**config.mk**
```make
export PLATFORM = sky130hd
export DESIGN_NAME = mm_fetch_scheduler_flat
export DESIGN_NICKNAME = d
export VERILOG_FILES = /design/src/rtl/mm_fetch_scheduler_if.sv /design/src/rtl/mm_fetch_scheduler.sv /design/src/flat_wrapper.sv
export SDC_FILE = /design/constraint.sdc
export NUM_CORES = 1
export LEC_CHECK = 0
export BUFFER_PORTS_ARGS = -buffer_cell sky130_fd_sc_hd__buf_2
export CAP_MARGIN = 40
export CORE_MARGIN = 4
export CORE_UTILIZATION = 38
export CTS_BUF_LIST = sky130_fd_sc_hd__clkbuf_8 sky130_fd_sc_hd__clkbuf_16
export DETAILED_ROUTE_END_ITERATION = 6
export GPL_ROUTABILITY_DRIVEN = 0
export MAX_ROUTING_LAYER = met4
export PLACE_DENSITY_LB_ADDON = 0.12
export SLEW_MARGIN = 20
export SYNTH_ARGS = -nofsm -noshare
export SYNTH_HDL_FRONTEND = slang
export SYNTH_SLANG_ARGS = --single-unit
```
**constraint.sdc**
```tcl
create_clock -name clk -period 2.71 [get_ports clk]
set_input_delay 0.542 -clock clk [delete_from_list [all_inputs] [get_ports clk]]
set_output_delay 0.542 -clock clk [all_outputs]
set_load 0.02 [all_outputs]
```
**src/rtl/mm_fetch_scheduler_if.sv**
```systemverilog
// Bus bundle between the matrix-multiplier control unit, the fetch
// scheduler and the memory port. The master modport is the scheduler's view.
interface mm_fetch_scheduler_if #(
  parameter int N_BIT_WIDTH = 3,
  parameter int M_BIT_WIDTH = 4,
  parameter int ADDR_WIDTH  = 16
);
  logic                   fetch_row;
  logic                   fetch_col;
  logic [N_BIT_WIDTH-1:0] n;
  logic [M_BIT_WIDTH-1:0] m;
  logic                   mem_req;
  logic [ADDR_WIDTH-1:0]  mem_addr;
  logic                   mem_gnt;
  logic                   mem_rvalid;
  logic                   fetch_stall;
  logic                   data_stall;
  logic                   data_is_col;
  logic                   err;

  modport master (
    input  fetch_row, fetch_col, n, m, mem_gnt, mem_rvalid,
    output mem_req, mem_addr, fetch_stall, data_stall, data_is_col, err
  );

  modport slave (
    output fetch_row, fetch_col, n, m, mem_gnt, mem_rvalid,
    input  mem_req, mem_addr, fetch_stall, data_stall, data_is_col, err
  );
endinterface

```
**src/rtl/mm_fetch_scheduler.sv**
```systemverilog
// Memory-side fetch sequencer for the matrix multiplier. Turns fetch_row /
// fetch_col pulses into single-outstanding req/gnt/rvalid read transactions,
// with one pending slot per kind and rows always served before columns.
module mm_fetch_scheduler #(
  parameter int N           = 8,
  parameter int M           = 10,
  parameter int N_BIT_WIDTH = (N > 1) ? $clog2(N) : 1,
  parameter int M_BIT_WIDTH = (M > 1) ? $clog2(M) : 1,
  parameter int ADDR_WIDTH  = 16,
  parameter int A_BASE      = 0,
  parameter int B_BASE      = 256,
  parameter int A_STRIDE    = 1,
  parameter int B_STRIDE    = 1
) (
  input logic                  clk,
  input logic                  rst_n,
  mm_fetch_scheduler_if.master bus
);

  typedef enum logic [1:0] {
    ST_IDLE = 2'd0,
    ST_REQ  = 2'd1,
    ST_WAIT = 2'd2
  } state_t;

  state_t                 state, state_n;
  logic                   row_v, row_v_n;
  logic [ADDR_WIDTH-1:0]  row_a, row_a_n;
  logic                   col_v, col_v_n;
  logic [ADDR_WIDTH-1:0]  col_a, col_a_n;
  logic [ADDR_WIDTH-1:0]  addr_q, addr_n;
  logic                   is_col_q, is_col_n;
  logic                   err_q, err_n;
  logic                   fetch_stall_q, fetch_stall_n;

  logic [N_BIT_WIDTH-1:0] n_idx;
  logic [M_BIT_WIDTH-1:0] m_idx;
  logic [ADDR_WIDTH-1:0]  row_addr;
  logic [ADDR_WIDTH-1:0]  col_addr;

  assign n_idx = bus.n;
  assign m_idx = bus.m;

  // Line addresses, computed at full address width and wrapping modulo 2^ADDR_WIDTH
  assign row_addr = ADDR_WIDTH'(A_BASE) + ADDR_WIDTH'(n_idx) * ADDR_WIDTH'(A_STRIDE);
  assign col_addr = ADDR_WIDTH'(B_BASE) + ADDR_WIDTH'(m_idx) * ADDR_WIDTH'(B_STRIDE);

  // Next-state logic: launch, queue or drop fetch pulses and follow the memory handshake
  always_comb begin
    state_n  = state;
    row_v_n  = row_v;
    row_a_n  = row_a;
    col_v_n  = col_v;
    col_a_n  = col_a;
    addr_n   = addr_q;
    is_col_n = is_col_q;
    err_n    = err_q;

    case (state)
      ST_IDLE: begin
        if (bus.mem_rvalid) begin
          err_n = 1'b1;
        end
        if (bus.fetch_row) begin
          state_n  = ST_REQ;
          addr_n   = row_addr;
          is_col_n = 1'b0;
          if (bus.fetch_col) begin
            if (col_v) begin
              err_n = 1'b1;
            end else begin
              col_v_n = 1'b1;
              col_a_n = col_addr;
            end
          end
        end else if (bus.fetch_col) begin
          state_n  = ST_REQ;
          addr_n   = col_addr;
          is_col_n = 1'b1;
        end else if (row_v) begin
          state_n  = ST_REQ;
          addr_n   = row_a;
          is_col_n = 1'b0;
          row_v_n  = 1'b0;
        end else if (col_v) begin
          state_n  = ST_REQ;
          addr_n   = col_a;
          is_col_n = 1'b1;
          col_v_n  = 1'b0;
        end
      end

      ST_REQ, ST_WAIT: begin
        if (bus.fetch_row) begin
          if (row_v) begin
            err_n = 1'b1;
          end else begin
            row_v_n = 1'b1;
            row_a_n = row_addr;
          end
        end
        if (bus.fetch_col) begin
          if (col_v) begin
            err_n = 1'b1;
          end else begin
            col_v_n = 1'b1;
            col_a_n = col_addr;
          end
        end

        if (state == ST_REQ) begin
          if (bus.mem_rvalid) begin
            err_n = 1'b1;
          end
          if (bus.mem_gnt) begin
            state_n = ST_WAIT;
          end
        end else if (bus.mem_rvalid) begin
          // Chain straight into the next queued line so back-to-back work skips IDLE
          if (row_v_n) begin
            state_n  = ST_REQ;
            addr_n   = row_a_n;
            is_col_n = 1'b0;
            row_v_n  = 1'b0;
          end else if (col_v_n) begin
            state_n  = ST_REQ;
            addr_n   = col_a_n;
            is_col_n = 1'b1;
            col_v_n  = 1'b0;
          end else begin
            state_n = ST_IDLE;
          end
        end
      end

      default: begin
        state_n = ST_IDLE;
      end
    endcase

    fetch_stall_n = (state_n != ST_IDLE) | row_v_n | col_v_n;
  end

  // State, pending slots, launched request and sticky error register
  always_ff @(posedge clk or negedge rst_n) begin
    if (!rst_n) begin
      state         <= ST_IDLE;
      row_v         <= 1'b0;
      row_a         <= '0;
      col_v         <= 1'b0;
      col_a         <= '0;
      addr_q        <= '0;
      is_col_q      <= 1'b0;
      err_q         <= 1'b0;
      fetch_stall_q <= 1'b0;
    end else begin
      state         <= state_n;
      row_v         <= row_v_n;
      row_a         <= row_a_n;
      col_v         <= col_v_n;
      col_a         <= col_a_n;
      addr_q        <= addr_n;
      is_col_q      <= is_col_n;
      err_q         <= err_n;
      fetch_stall_q <= fetch_stall_n;
    end
  end

  assign bus.mem_req     = (state == ST_REQ);
  assign bus.mem_addr    = addr_q;
  assign bus.data_stall  = (state == ST_REQ) | ((state == ST_WAIT) & ~bus.mem_rvalid);
  assign bus.fetch_stall = fetch_stall_q;
  assign bus.data_is_col = is_col_q;
  assign bus.err         = err_q;

endmodule

```
**src/flat_wrapper.sv**
```systemverilog
// flat-port wrapper written by rule: the top's interface ports become plain ports
module mm_fetch_scheduler_flat 
#(
  parameter int N           = 8,
  parameter int M           = 10,
  parameter int N_BIT_WIDTH = (N > 1) ? $clog2(N) : 1,
  parameter int M_BIT_WIDTH = (M > 1) ? $clog2(M) : 1,
  parameter int ADDR_WIDTH  = 16,
  parameter int A_BASE      = 0,
  parameter int B_BASE      = 256,
  parameter int A_STRIDE    = 1,
  parameter int B_STRIDE    = 1
)
  (clk, rst_n, bus_fetch_row, bus_fetch_col, bus_n, bus_m, bus_mem_gnt, bus_mem_rvalid, bus_mem_req, bus_mem_addr, bus_fetch_stall, bus_data_stall, bus_data_is_col, bus_err);
  mm_fetch_scheduler_if #(.N_BIT_WIDTH(N_BIT_WIDTH), .M_BIT_WIDTH(M_BIT_WIDTH), .ADDR_WIDTH(ADDR_WIDTH)) bus_i ();
  input logic clk;
  input logic rst_n;
  input wire logic [$bits(bus_i.fetch_row)-1:0] bus_fetch_row;
  input wire logic [$bits(bus_i.fetch_col)-1:0] bus_fetch_col;
  input wire logic [$bits(bus_i.n)-1:0] bus_n;
  input wire logic [$bits(bus_i.m)-1:0] bus_m;
  input wire logic [$bits(bus_i.mem_gnt)-1:0] bus_mem_gnt;
  input wire logic [$bits(bus_i.mem_rvalid)-1:0] bus_mem_rvalid;
  output wire logic [$bits(bus_i.mem_req)-1:0] bus_mem_req;
  output wire logic [$bits(bus_i.mem_addr)-1:0] bus_mem_addr;
  output wire logic [$bits(bus_i.fetch_stall)-1:0] bus_fetch_stall;
  output wire logic [$bits(bus_i.data_stall)-1:0] bus_data_stall;
  output wire logic [$bits(bus_i.data_is_col)-1:0] bus_data_is_col;
  output wire logic [$bits(bus_i.err)-1:0] bus_err;
  assign bus_i.fetch_row = bus_fetch_row;
  assign bus_i.fetch_col = bus_fetch_col;
  assign bus_i.n = bus_n;
  assign bus_i.m = bus_m;
  assign bus_i.mem_gnt = bus_mem_gnt;
  assign bus_i.mem_rvalid = bus_mem_rvalid;
  assign bus_mem_req = bus_i.mem_req;
  assign bus_mem_addr = bus_i.mem_addr;
  assign bus_fetch_stall = bus_i.fetch_stall;
  assign bus_data_stall = bus_i.data_stall;
  assign bus_data_is_col = bus_i.data_is_col;
  assign bus_err = bus_i.err;
  mm_fetch_scheduler #(.N(N), .M(M), .N_BIT_WIDTH(N_BIT_WIDTH), .M_BIT_WIDTH(M_BIT_WIDTH), .ADDR_WIDTH(ADDR_WIDTH), .A_BASE(A_BASE), .B_BASE(B_BASE), .A_STRIDE(A_STRIDE), .B_STRIDE(B_STRIDE)) u_core (.clk(clk), .rst_n(rst_n), .bus(bus_i));
endmodule
```
-- Yosys cells after proc, flatten, opt, wreduce, memory -nomap -nowiden
Index checks and enable logic that the tools add are counted.
- add/sub/neg operators: 1
- multiply operators: 0
- divide/modulo/power cells: 0
- magnitude comparators: 0
- equal/unequal tests: 7
- shift-type cells: 0
- muxes and demuxes: 61
- bitwise operators: 5
- reductions and logical operators: 6
- operator list (kind ; number):
    16-bit two-way mux ; 13
    16-bit one-hot mux with 2 select lines ; 2
    1-bit two-way mux ; 33
    2-bit two-way mux ; 8
    9-bit by 4-bit adder with 10-bit output, first input constant ; 1
    1-bit one-hot mux with 2 select lines ; 4
    2-bit != test, second input constant ; 3
    5-bit by 3-bit != test with 1-bit output, second input constant ; 1
    5-bit AND reduction ; 1
    2-bit one-hot mux with 2 select lines ; 1
    2-bit nonzero test ; 2
    3-bit by 1-bit != test with 1-bit output, second input constant ; 1
    1-bit OR ; 3
    2-bit by 1-bit == test with 1-bit output, second input constant ; 1
    2-bit == test, second input constant ; 1
    2-bit zero test ; 1
    2-bit AND reduction ; 1
    2-bit OR reduction ; 1
    1-bit AND ; 1
    1-bit inverter ; 1
- bits in registers: 55
- latch bits: 0
- RAM bits: 0
- memory bits (read-only): 0
- input port bits: 13
- output and inout port bits: 21
- word-level logic and storage cells: 89
- memories: 0

-- Depth between registers and ports, before layout
- depth after elaboration: 11
- gate-level depth with buffers: 8
- depth with buffers taken out: 7

-- Worst setup path before layout
No wires, ideal clock.
- path type: flip-flop to flip-flop
- start: register u_core.state[1]
- end: register u_core.fetch_stall_q (netlist: u_core.bus.fetch_stall)
- library setup time: 0.139 ns
- arrival: 1.788 ns
- data required time: 2.571 ns
- slack: 0.784 ns
- stages on the path, launching flop included: 8
- buffers on the path: 0
- clock period less this slack: 1.926 ns
- cells stage by stage: dfrtp_1 inv_1 ha_1 nand2b_1 nor2_1 a21oi_2 o221a_1 or4_1
- elaborated cells on any way between the ends: 19
- classes of those cells: 2 x eq/ne; 12 x mux; 2 x bitwise; 3 x reduce/logical
- RTL lines (what ; line ; text):
    start: declaration ; mm_fetch_scheduler.sv:26 ; state_t state, state_n;
    start signal: assignment ; mm_fetch_scheduler.sv:157 ; state <= state_n;
    2-bit by 1-bit == test with 1-bit output (*) ; n/a ;
    net bus_mem_req ; flat_wrapper.sv:24 ; output wire logic [$bits(bus_i.mem_req)-1:0] bus_mem_req;
    2-bit two-way mux / 2-bit OR reduction (equally long branches) ; mm_fetch_scheduler.sv:111, mm_fetch_scheduler.sv:59 ;
    2-bit one-hot mux with 2 select lines (*) ; mm_fetch_scheduler.sv:59 ; case (state)
    net u_core.state_n[0] ; mm_fetch_scheduler.sv:26 ;
    2-bit nonzero test (*) ; mm_fetch_scheduler.sv:141 ; fetch_stall_n = (state_n != ST_IDLE) | row_v_n | col_v_n;
    1-bit OR (*) (2 in series) ; mm_fetch_scheduler.sv:141 ;
    net u_core.fetch_stall_n ; mm_fetch_scheduler.sv:34 ; logic fetch_stall_q, fetch_stall_n;
    end signal: assignment ; mm_fetch_scheduler.sv:165 ; fetch_stall_q <= fetch_stall_n;
    end: declaration ; mm_fetch_scheduler.sv:34 ;
The timed path passes the listed nets; every way through them passes the cells marked *.
A chain may end at the register's enable or synchronous reset.

-- Worst setup path in the final report
- start: register u_core.state[0]
- end: register u_core.addr_q[12] (netlist: u_core.bus.mem_addr[12])
- longest elaborated chain between the ends: 4
- elaborated cells on any way between the ends: 11
- classes of those cells: 6 x eq/ne; 1 x mux; 4 x reduce/logical
- ends and longest elaborated chain (what ; line ; text):
    2-bit by 1-bit == test with 1-bit output / 2-bit == test (equally long branches) ; mm_fetch_scheduler.sv:59, mm_fetch_scheduler.sv:111 ;
    2-bit OR reduction ; mm_fetch_scheduler.sv:59 ;
    3-bit by 1-bit != test with 1-bit output (no line) (tied with other cells) ; n/a ;
    5-bit AND reduction (no line) ; n/a ;
    end signal: assignment ; mm_fetch_scheduler.sv:162 ; addr_q <= addr_n;
    end: declaration ; mm_fetch_scheduler.sv:31 ; logic [ADDR_WIDTH-1:0] addr_q, addr_n;
Parallel ways exist; a longest one is shown, timed or not.

==> metrics.txt <==
Final setup viols 0; pwr/cell area 1060 mW/mm^2; number of global-route vias before repair slightly above 2000; Num CTS Buffers 5; # H-tree levels 2; largest cells by area after synthesis dfrtp_1, mux2_2, nand2_1, a21oi_1, nor2b_1; TritonCTS Sinks 55; vias 2042; Async SR Flop Fraction 1.00; largest family of logic cells by synthesized area compound AO/OA/AOI/OAI gates; final period utilization 0.801; gr usage total 0.155; Iter 0 DRT Violations 106; path type of the worst min-delay path in -> async; top-count cell post-synth dfrtp_1; simple-gate area share of the yosys netlist 0.184; worst-path fanout max 16; share of cells above drive strength 1 0.224; Mapped Area 0.00270 sq mm; largest net degree at the start of global routing 43; CTS max path bufs 2; Ant. Diodes 0; Critical Path End Type register; post-synth cell types 44; yosys warns 0; Max Transition Viols Final 0; Yosys top cell by area dfrtp_1; final WL 6030 um; Syn Inst Count 267; status complete, no violations; Worst R2R Setup Slack approximately 0.54 ns; Routed wire per std cell 15.3 um; Clock Skew 0.00791 ns; Remaining DRCs 0; Crit path required time between 2 and 3 ns; number of failing hold endpoints at the final stage 0; Max-Cap Viols 0; leakage 1.44 nW; sequential cell area 0.00138 sq mm; HPWL after DPL 4030 um; Chip Height 92.3 um; first-pass GRT wire length a little over 10000 um; XOR/XNOR Fraction of Synth Area 0; synth cell count leaders dfrtp_1, nand2_1, a21oi_1, o21ai_0, nor2b_1; drt first pass iters 4; ys flop type dfrtp_1; Mapped Avg Cell Area a little over 10 sq um; Avg Vias per Cell around 5.2; f_max 460 MHz; CTS root buf clkbuf_8; CTS hold repair buffers 0; post-synthesis sequential area ratio 0.509; fillers 669; Core Region between 0.006 and 0.007 sq mm; Max VDD drop about 0.42 mV; worst slew pin tran 0.555 ns; clock-pin slew on the worst setup and hold paths 0.09 ns; PortBufs 33; Layout Nets 316; post-synth top area share 0.509; Synth Area in Adders 0.0185; mux cell area share after synthesis 0.0602; worst skew pair latency 0.31 ns; Post-synth EDFFs 0; CP arrival approximately 2.4 ns; area of the multi-input gates about 0.0012 sq mm; Final min period 2.17 ns; antenna violations before repair 0; Tot Pwr 0.00327 W; total die area 0.00853 sq mm; # IOs 34; Synth Area in Compound Gates 0.186; Setup Buffers After CTS 0; total congestion overflow 0; Slew headroom 0.628; Post-Syn Nets 284; critical setup path kind reg -> reg; post-CTS sizing 0; Startpoint Class register; row cnt 30; Synth-to-Final Area Change 14.6%; ANT nets after route 0; FF+latch count, synth 55; CTS tree built; Die X 92.3 um; Post-Route Setup TNS 0 ns; Starting Density 0.393; RSZ-0062 raised after global routing false
-- placed cells by master, fill, tap and decap left out, types with 6 or more instances in the layout --
cell,n
a21oi_1,20
a22oi_1,7
nor3_1,6
nor2_1,10
o31ai_1,8
nand2b_1,10
nand2_1,30
buf_2,33
and2_1,13
mux2_2,10
inv_1,6
dfrtp_1,55
nor2b_1,14
buf_4,8
clkbuf_8,6
o21ai_0,15
-- logic make-up after synthesis --
| group | after synthesis |
|---|---|
| AOI/OAI and AO/OA | 74 |
| adders and majority gates | 4 |
| buffers and inverters | 25 |
| DFF | 55 |
| muxes | 15 |
| and+or+nand+nor | 94 |
-- through the flow --
stage,std cells,area (sq um),worst slack (ns),utilization,hold slack (ns)
2_1_floorplan,267,2700,0.784,-,0.246
3_3_place_gp,387,2980,0.523,0.434,0.438
3_5_place_dp,387,2980,0.523,0.434,0.456
4_1_cts,394,3070,0.520,0.447,0.310
5_1_grt,395,3100,0.370,0.451,0.146
6_report,395,3100,0.538,0.451,0.133
-- report_power, final --
| part | total (W) | leakage [nW] | internal, W | switching (W) |
|---|---|---|---|---|
| Sequential | 0.00107 | 0.723 | 0.000959 | 0.000108 |
| Combinational | 0.00173 | 0.664 | 0.000655 | 0.00108 |
| Clock | 0.000471 | 0.0477 | 0.000206 | 0.000265 |
-- path summary, 6_finish.rpt --
| kind | cells after the start | to | start |
|---|---|---|---|
| setup / recovery | 7 | u_core.bus.mem_addr[12] | u_core.state[0] |
| hold / removal | 1 | u_core.bus.err | rst_n |
| setup reg to reg | 7 | u_core.bus.mem_addr[12] | u_core.state[0] |
| hold reg to reg | 1 | u_core.bus.err | u_core.bus.err |
| max in group asynchronous | 3 | u_core.row_a[10] | rst_n |
| min in group clk | 1 | u_core.bus.err | u_core.bus.err |
-- worst max-delay path, stage by stage, from the launching register on --
cell,delay (ns)
dfrtp_1,0.40
inv_1,0.12
ha_1,0.46
buf_4,0.27
o31ai_4,0.14
a21boi_2,0.35
nor2_1,0.07
o41ai_1,0.25
-- state kept, by name (all words and copies together), names as in the netlist --
signal and cells:
u_core.bus.data_is_col 1, u_core.bus.err 1, u_core.bus.fetch_stall 1, u_core.bus.mem_addr 16, u_core.col_a 16, u_core.col_v 1
u_core.row_a 16, u_core.row_v 1, u_core.state 2
-- layout make-up --
class,instances,share of cell area
sequential,55,0.444
multi-input combinational,187,0.391
timing repair buffer,43,0.0880
tap,96,0.0388
clock buffer,6,0.0267
inverter,7,0.00848
clock inverter,1,0.00283
-- routing by layer --
metal  wire (um)  up-vias  track usage
li1            -      998            -
met1        3080      993        0.215
met2        2640       43        0.227
met3         222        8       0.0333
met4          82        0       0.0532
met5           0        -            -
Note: power is estimated with default switching activity, not from simulation.
